`config.mk`:
```
export PLATFORM = sky130hd
export DESIGN_NAME = dma_mem_tester
export DESIGN_NICKNAME = d
export VERILOG_FILES = /design/src/rtl/dma_mem_tester.sv
export SDC_FILE = /design/constraint.sdc
export NUM_CORES = 1
export LEC_CHECK = 0
export ABC_AREA = 0
export ABC_CLOCK_PERIOD_IN_PS = 2600
export CAP_MARGIN = 40
export CORE_MARGIN = 2
export CORE_UTILIZATION = 40
export DETAILED_ROUTE_END_ITERATION = 16
export MAX_ROUTING_LAYER = met4
export PLACE_DENSITY = 0.81
export RECOVER_POWER = 25
export SLEW_MARGIN = 0
export SYNTH_ARGS = -nofsm -noshare
export SYNTH_HDL_FRONTEND = slang
export SYNTH_SLANG_ARGS = --single-unit
```
`constraint.sdc`:
```
create_clock -name clk_i -period 2.6 [get_ports clk_i]
set_input_delay 0.65 -clock clk_i [delete_from_list [all_inputs] [get_ports clk_i]]
set_output_delay 0.65 -clock clk_i [all_outputs]
set_load 0.1 [all_outputs]
```
`src/rtl/dma_mem_tester.sv`:
```
// DMA memory tester: writes an address-tagged pattern over a region in bursts, reads it back and counts mismatching beats.
// Optional watchdog enabled by defining DMA_MEM_TESTER_TIMEOUT_EN.
module dma_mem_tester #(
    parameter int unsigned caddr_width_p    = 28,
    parameter int unsigned data_width_p     = 64,
    parameter int unsigned burst_len_p      = 8,
    parameter int unsigned base_addr_p      = 'h100,
    parameter int unsigned num_bursts_p     = 16,
    parameter logic [31:0] pattern_p        = 32'hDEADBEEF,
    parameter int unsigned timeout_cycles_p = 4096
) (
    input  logic                     clk_i,
    input  logic                     reset_n_i,
    input  logic                     start_i,
    output logic [caddr_width_p:0]   dma_pkt_o,
    output logic                     dma_pkt_v_o,
    input  logic                     dma_pkt_yumi_i,
    output logic [data_width_p-1:0]  dma_data_o,
    output logic                     dma_data_v_o,
    input  logic                     dma_data_yumi_i,
    input  logic [data_width_p-1:0]  dma_data_i,
    input  logic                     dma_data_v_i,
    output logic                     dma_data_ready_and_o,
    output logic                     busy_o,
    output logic                     done_o,
    output logic                     pass_o,
    output logic [15:0]              error_count_o,
    output logic [caddr_width_p-1:0] first_err_addr_o
);

    localparam int unsigned BEAT_BYTES  = data_width_p / 8;
    localparam int unsigned BURST_BYTES = burst_len_p * BEAT_BYTES;
    localparam int unsigned IDX_W  = (num_bursts_p > 1) ? $clog2(num_bursts_p) : 1;
    localparam int unsigned BEAT_W = (burst_len_p > 1) ? $clog2(burst_len_p) : 1;

    typedef enum logic [2:0] {IDLE, WR_PKT, WR_DATA, RD_PKT, RD_DATA, DONE} state_e;

    state_e                   state_q;
    logic [IDX_W-1:0]         burst_idx_q;
    logic [BEAT_W-1:0]        beat_q;
    logic [caddr_width_p:0]   pkt_q;
    logic                     pkt_v_q;
    logic [data_width_p-1:0]  data_q;
    logic                     data_v_q;
    logic                     ready_q;
    logic                     busy_q;
    logic                     done_q;
    logic                     pass_q;
    logic [15:0]              err_q;
    logic [caddr_width_p-1:0] first_err_q;

    logic [caddr_width_p-1:0] burst_addr_d, next_burst_addr_d, beat_addr_d, next_beat_addr_d;
    logic                     last_beat_d, last_burst_d;
    logic                     pkt_hs_d, wr_hs_d, rd_hs_d, mism_d;

    function automatic logic [data_width_p-1:0] word_f(input logic [caddr_width_p-1:0] a);
        return data_width_p'({32'(a), pattern_p});
    endfunction

    always_comb begin
        burst_addr_d      = caddr_width_p'(base_addr_p)
                          + caddr_width_p'(burst_idx_q) * caddr_width_p'(BURST_BYTES);
        next_burst_addr_d = burst_addr_d + caddr_width_p'(BURST_BYTES);
        beat_addr_d       = burst_addr_d + caddr_width_p'(beat_q) * caddr_width_p'(BEAT_BYTES);
        next_beat_addr_d  = beat_addr_d + caddr_width_p'(BEAT_BYTES);
        last_beat_d       = (beat_q == BEAT_W'(burst_len_p - 1));
        last_burst_d      = (burst_idx_q == IDX_W'(num_bursts_p - 1));
        pkt_hs_d          = pkt_v_q & dma_pkt_yumi_i;
        wr_hs_d           = data_v_q & dma_data_yumi_i;
        rd_hs_d           = ready_q & dma_data_v_i;
        mism_d            = rd_hs_d && (dma_data_i != word_f(beat_addr_d));
    end

`ifdef DMA_MEM_TESTER_TIMEOUT_EN
    localparam int unsigned WD_W = $clog2(timeout_cycles_p + 1);
    logic [WD_W-1:0] wd_q;
`endif

    always_ff @(posedge clk_i or negedge reset_n_i) begin
        if (!reset_n_i) begin
            state_q     <= IDLE;
            burst_idx_q <= '0;
            beat_q      <= '0;
            pkt_q       <= '0;
            pkt_v_q     <= 1'b0;
            data_q      <= '0;
            data_v_q    <= 1'b0;
            ready_q     <= 1'b0;
            busy_q      <= 1'b0;
            done_q      <= 1'b0;
            pass_q      <= 1'b0;
            err_q       <= '0;
            first_err_q <= '0;
`ifdef DMA_MEM_TESTER_TIMEOUT_EN
            wd_q        <= '0;
`endif
        end else begin
            case (state_q)
                IDLE, DONE: begin
                    if (start_i) begin
                        state_q     <= WR_PKT;
                        burst_idx_q <= '0;
                        beat_q      <= '0;
                        err_q       <= '0;
                        first_err_q <= '0;
                        pass_q      <= 1'b0;
                        done_q      <= 1'b0;
                        busy_q      <= 1'b1;
                        pkt_v_q     <= 1'b1;
                        pkt_q       <= {1'b1, caddr_width_p'(base_addr_p)};
                    end
                end
                WR_PKT: begin
                    if (pkt_hs_d) begin
                        state_q  <= WR_DATA;
                        pkt_v_q  <= 1'b0;
                        beat_q   <= '0;
                        data_v_q <= 1'b1;
                        data_q   <= word_f(burst_addr_d);
                    end
                end
                WR_DATA: begin
                    if (wr_hs_d) begin
                        if (!last_beat_d) begin
                            beat_q <= beat_q + BEAT_W'(1);
                            data_q <= word_f(next_beat_addr_d);
                        end else begin
                            data_v_q <= 1'b0;
                            beat_q   <= '0;
                            pkt_v_q  <= 1'b1;
                            if (!last_burst_d) begin
                                burst_idx_q <= burst_idx_q + IDX_W'(1);
                                pkt_q       <= {1'b1, next_burst_addr_d};
                                state_q     <= WR_PKT;
                            end else begin
                                burst_idx_q <= '0;
                                pkt_q       <= {1'b0, caddr_width_p'(base_addr_p)};
                                state_q     <= RD_PKT;
                            end
                        end
                    end
                end
                RD_PKT: begin
                    if (pkt_hs_d) begin
                        state_q <= RD_DATA;
                        pkt_v_q <= 1'b0;
                        ready_q <= 1'b1;
                        beat_q  <= '0;
                    end
                end
                RD_DATA: begin
                    if (rd_hs_d) begin
                        if (mism_d) begin
                            if (err_q != 16'hFFFF) err_q <= err_q + 16'd1;
                            if (err_q == '0) first_err_q <= beat_addr_d;
                        end
                        if (!last_beat_d) begin
                            beat_q <= beat_q + BEAT_W'(1);
                        end else begin
                            ready_q <= 1'b0;
                            beat_q  <= '0;
                            if (!last_burst_d) begin
                                burst_idx_q <= burst_idx_q + IDX_W'(1);
                                pkt_v_q     <= 1'b1;
                                pkt_q       <= {1'b0, next_burst_addr_d};
                                state_q     <= RD_PKT;
                            end else begin
                                state_q <= DONE;
                                busy_q  <= 1'b0;
                                done_q  <= 1'b1;
                                // Final beat's mismatch is not yet in err_q.
                                pass_q  <= (err_q == '0) && !mism_d;
                            end
                        end
                    end
                end
                default: state_q <= IDLE;
            endcase
`ifdef DMA_MEM_TESTER_TIMEOUT_EN
            // Placed after the case so an expiry overrides any transition this cycle.
            if (!busy_q || pkt_hs_d || wr_hs_d || rd_hs_d) begin
                wd_q <= '0;
            end else if (wd_q == WD_W'(timeout_cycles_p - 1)) begin
                state_q  <= DONE;
                pkt_v_q  <= 1'b0;
                data_v_q <= 1'b0;
                ready_q  <= 1'b0;
                busy_q   <= 1'b0;
                done_q   <= 1'b1;
                pass_q   <= 1'b0;
                err_q    <= '1;
                wd_q     <= '0;
            end else begin
                wd_q <= wd_q + WD_W'(1);
            end
`endif
        end
    end

    assign dma_pkt_o            = pkt_q;
    assign dma_pkt_v_o          = pkt_v_q;
    assign dma_data_o           = data_q;
    assign dma_data_v_o         = data_v_q;
    assign dma_data_ready_and_o = ready_q;
    assign busy_o               = busy_q;
    assign done_o               = done_q;
    assign pass_o               = pass_q;
    assign error_count_o        = err_q;
    assign first_err_addr_o     = first_err_q;

endmodule
```
-- Word level (Yosys, flattened, before mapping)
Index checks and enable logic that the tools add are counted.
- add/sub/neg operators: 7
- eq/ne operators: 23
- muxes and demuxes: 73
- bitwise gates (word level): 3
- reduce and logical (&&, ||, !) cells: 22
- operators by type and width (kind ; count):
    $mux W29 ; 7
    $mux W64 ; 3
    $pmux W64 S2 ; 1
    $mux W28 ; 4
    $pmux W29 S3 ; 1
    $mux W16 ; 4
    $ne A64 B44 Y1 ; 1
    $pmux W28 S2 ; 1
    $mux W3 ; 13
    $pmux W16 S2 ; 1
    $mux W4 ; 7
    $ne A2 B2 Y1 const B ; 13
    $mux W1 ; 21
    $reduce_and A5 Y1 ; 4
    $add A16 B1 Y16 const B ; 1
    $logic_not A16 Y1 ; 1
    $ne A16 B16 Y1 const B ; 1
    $pmux W3 S5 ; 1
    $reduce_and A7 Y1 ; 2
    $add A12 B4 Y13 const B ; 1
    $add A11 B6 Y12 ; 1
    $add A11 B7 Y12 const B ; 1
    $pmux W3 S4 ; 1
    $pmux W4 S3 ; 1
    21 further kinds ; 36
- bits in registers: 153
- output and inout bits: 143
- word-level logic and storage cells: 141

-- Logic depth before layout (Yosys ltp)
Gate-level depths: netlist of the first run.
- depth in word-level cells: 10
- depth in mapped cells: 10
- gate-level depth less buffers: 8

-- Least setup slack after synthesis of the first run
No wires, ideal clock.
- path kind: register to register
- from: reg err_q[0], in the netlist error_count_o[0]
- to: reg err_q[10], in the netlist error_count_o[10]
- library setup time: 0.163 ns
- arrival time: 2.650 ns
- required time: 2.437 ns
- path slack: -0.212 ns
- stages on the path, launching flop included: 9
- path buffers: 2
- period minus slack after synthesis: 2.812 ns
- cell sequence: dfrtp_1 -> ha_1 -> and4_1 -> nand4_1 -> o31ai_2 -> or3_1 -> buf_6 -> buf_12 -> o31ai_2
- cells in the longest elaborated chain, start to end: 5
- elaborated cells on any way between the ends: 8
- ends and longest elaborated chain (item ; line ; text):
    start, declared ; 49 ; logic [15:0] err_q;
    start signal, assigned ; 154 ; if (err_q != 16'hFFFF) err_q <= err_q + 16'd1;
    $add A16 B1 Y16 ; 154 ;
    $mux W16 ; 154 ;
    $mux W16 ; 153 ; if (mism_d) begin
    $mux W16 ; 152 ; if (rd_hs_d) begin
    $pmux W16 S2 ; 98 ; case (state_q)
Several ways; a longest one is shown, not always the timed one. The select of a mux whose other input is x is not followed.
A chain may end at the register's enable or synchronous reset.

-- Final worst setup path of the first run
- from: in dma_data_i[63]
- to: reg first_err_q[10], in the netlist first_err_addr_o[10]
- cells in the longest elaborated chain, start to end: 4
- ends and longest elaborated chain (item ; line ; text):
    start, declared ; 21 ; input logic [data_width_p-1:0] dma_data_i,
    $ne A64 B44 Y1 ; 71 ; mism_d = rd_hs_d && (dma_data_i != word_f(beat_addr_d));
    $logic_and A1 B1 Y1 ; 71 ;
    $ne A2 B2 Y1 (no source line) ; n/a ;
    $reduce_and A5 Y1 (no source line) ; n/a ;
    end signal, assigned ; 155 ; if (err_q == '0) first_err_q <= beat_addr_d;
    end, declared ; 50 ; logic [caddr_width_p-1:0] first_err_q;
No other way between the ends.

==> results.sh, run 1 <==
export IMPL_synth_area_leaders="dfrtp_1 34%, buf_4 18%, nand2_1 4.1%, o31ai_1 3.5%, o21ai_0 3.0%"
export IMPL_ant_nets=0
export IMPL_slew_viol_final=0
export IMPL_ys_ff_latch=55
export IMPL_synthArstFlopShare=1.00
export IMPL_crit_path_start_kind="input port"
export IMPL_cts_tree="done"
export IMPL_p_per_area_nw_per_um2=851
export IMPL_grt_max_degree=56
export IMPL_p_clk_frac=0.107
export IMPL_first_pass_iters=4
export IMPL_worstHoldStart="dma_pkt_o[11]"
export IMPL_fin_crit_sh=0.949
export IMPL_cp_startpoint="dma_data_i[63]"
export IMPL_cts_buffer_depth=2
export IMPL_cts_htree_levels=2
export IMPL_ys_warn_count=0
export IMPL_drt_iter0_drc=283
export IMPL_crit_top_cell="nor4_4"
export IMPL_insertion_delay_ns=0.31
export IMPL_finalInstanceArea_sq_um=5550
export IMPL_io_buffers=139
export IMPL_die_h_um=105
export IMPL_worstMarginPinSlew_ns=1.35
export IMPL_dp_hpwl_um=8620
export IMPL_drt_wl_total_um=11100
export IMPL_syn_inst=450
export IMPL_cap_violations=0
export IMPL_slew_headroom=0.0998
export IMPL_routabilityCongestion=0.866
export IMPL_synth_distinct_cells=61
export IMPL_hold_class="reg -> reg"
export IMPL_crit_chain="dlygate4sd2_1 -> or4_4 -> nor4_4 -> nand4_1 -> nor4_4 -> buf_4 -> nor4_4 -> a22o_1"
export IMPL_viasPerCell=4.98
export IMPL_period_minus_slack_ns=2.47
export IMPL_layout_common_cells="77 x buf_4, 73 x conb_1, 60 x clkdlybuf4s50_1"
export IMPL_nNetsFinal=659
export IMPL_seq_power_share=0.252
export IMPL_final_common_cell="buf_4"
export IMPL_die_w_um=105
export IMPL_max_clock_freq_ghz=0.405
export IMPL_path_clk_slew_ns=0.10
export IMPL_synth_area_per_cell_sq_um=8.99
export IMPL_end_kind="flop"
export IMPL_synth_enable_flop_cells=0
export IMPL_cts_buffers=5
export IMPL_wire_per_inst_um=15.5
export IMPL_setup_viol=0
export IMPL_p_sw_w=0.00269
export IMPL_core_sq_um=9820
export IMPL_reg2reg_from="burst_idx_q[2]"
export IMPL_drive_gt1_frac=0.252
export IMPL_power_internal_w=0.00203
export IMPL_rsz0062_at_grt="no"
export IMPL_die_area_sq_um=10900
export IMPL_start_util=0.412
export IMPL_vias=3564
export IMPL_crit_type="in -> reg"
export IMPL_critPathSlowestCell="or4_4"
export IMPL_seq_area_frac_synth=0.340
export IMPL_syn_area_sq_um=4050
export IMPL_leakage_nw=2.61
export IMPL_switching_share=0.570
export IMPL_antenna_found_initial=0
export IMPL_antenna_cells=0
export IMPL_skew_ns=0.0112
export IMPL_grt_pass1_vias=3395
export IMPL_placed_area_sq_um=5400
export IMPL_synth_top_area_frac=0.340
export IMPL_hold_viol=0
export IMPL_drc=0
export IMPL_clkSinkCount=55
export IMPL_status="complete, no violations"
export IMPL_yosysTopAreaCell="dfrtp_1"
export IMPL_grt_pass1_wl_um=17400
export IMPL_nFillCells=882
export IMPL_pwr_share_comb=0.641
export IMPL_area_growth_pct=37.0
export IMPL_vdd_drop_max_mv=0.610
export IMPL_fin_tns_setup_ns=0
export IMPL_critPathRequiredTime_ns=2.80
export IMPL_whs_ns=0.500
export IMPL_rows=36
export IMPL_track_usage=0.200
export IMPL_io_pins=213
export IMPL_synth_ff_type="dfrtp_1"
export IMPL_critPathMaxStageDelay_ns=0.54
export IMPL_cts_root_buf="clkbuf_8"
export IMPL_crit_fanout=8
export IMPL_arrival_ns=2.67
export IMPL_grt_ovfl_total=0
-- metal layers --
layer | wire [um] | vias up | global-route usage
met2 | 5650 | 158 | 0.342
met5 | 0 | - | -
met4 | 208 | 0 | 0.0667
met3 | 805 | 12 | 0.0412
li1 | - | 1702 | -
met1 | 4440 | 1692 | 0.235
-- through the flow --
stage | setup WS, ns | power, W | util | instances
floorplan | 0.0173 | 0.00354 | - | 522
global placement | -0.412 | 0.00416 | 0.550 | 707
detailed placement | -0.456 | 0.00421 | 0.550 | 707
CTS | 0.0459 | 0.00473 | 0.564 | 716
global route | 0.0406 | 0.00496 | 0.565 | 716
finish | 0.133 | 0.00472 | 0.565 | 716
-- worst max-delay path: cells and delay by family --
kind,cells,cell delay (ns)
AOI/OAI and AO/OA,1,0.23
and+or+nand+nor,5,1.36
buffers and inverters,2,0.43
-- area by class of cell --
type / count / area (sq um) / share of cell area
sequential: 55 / 1390 / 0.250
inverter: 10 / 37.5 / 0.00677
clock inverter: 1 / 8.76 / 0.00158
clock buffer: 7 / 86.3 / 0.0156
multi-input combinational: 337 / 2080 / 0.375
timing repair buffer: 173 / 1780 / 0.321
tap: 133 / 166 / 0.0300
-- registers in the layout, summed over array words and instances, names as in the netlist --
| register | count |
|---|---|
| burst_idx_q | 4 |
| first_err_addr_o | 8 |
| error_count_o | 16 |
| done_o | 1 |
| pass_o | 1 |
| state_q | 3 |
| dma_data_v_o | 1 |
| dma_data_o | 10 |
| dma_pkt_o | 5 |
| busy_o | 1 |
| dma_data_ready_and_o | 1 |
| dma_pkt_v_o | 1 |
| beat_q | 3 |
-- power by group through the flow --
stage / sequential (W) / clock [W] / combinational, W
final: 0.00119 / 0.000504 / 0.00302
after global routing: 0.00122 / 0.000545 / 0.00319
after CTS: 0.00119 / 0.000516 / 0.00302
after detailed placement: 0.00121 / 0 / 0.00300
after global placement: 0.00120 / 0 / 0.00295
after floorplan: 0.00194 / 0 / 0.00160
-- logic make-up after synthesis --
group / count (synthesis) / synth area share
buffers and inverters: 130 / 0.225
and+or+nand+nor: 139 / 0.194
adders and majority gates: 7 / 0.0216
other: 1 / 0.000926
xor gates and xnor gates: 16 / 0.0346
muxes: 3 / 0.00835
DFF: 55 / 0.340
AOI/OAI and AO/OA: 99 / 0.175
-- worst paths after layout --
path	endpoint	cells after the start	slack (ns)
worst max-delay path	first_err_addr_o[10]	8	0.13
worst min-delay path	dma_pkt_o[11]	2	0.50
worst max register to register	first_err_addr_o[10]	9	0.30
worst min register to register	dma_pkt_o[11]	2	0.50
max in group asynchronous	error_count_o[4]	2	0.99
min in group asynchronous	error_count_o[14]	2	0.71
-- repair_timing --
item                       CTS  global route
hold buffers                 0             0
resized for setup           14             2
setup endpoints to repair   25             8
pin swaps                    7             1
setup buffers                1             0
-- Yosys cell counts (all sizes together), types with 2 or more instances --
master / count
mux2: 3
o41ai: 3
or4: 2
nor4bb: 2
nor3b: 4
inv: 10
nor3: 4
xnor2: 6
nor2b: 4
a31oi: 8
o211ai: 2
nand4: 10
nand2: 44
nor2: 16
or2: 2
nor4: 13
nand4b: 2
a22o: 8
nand2b: 5
dfrtp: 55
nand3: 15
o31ai: 27
xor2: 10
and3: 3
ha: 7
or3: 2
a21oi: 13
clkbuf: 10
a21o: 2
o21ai: 26
buf: 110
and4b: 3
and4: 3
Note: power is estimated with default switching activity, not from simulation.
==> run 2: changes to the inputs <==
Settings changed: TNS_END_PERCENT from default to 30.
==> results of run 2 <==
No change in the layout: final DEF, timing and power equal those of run 1.
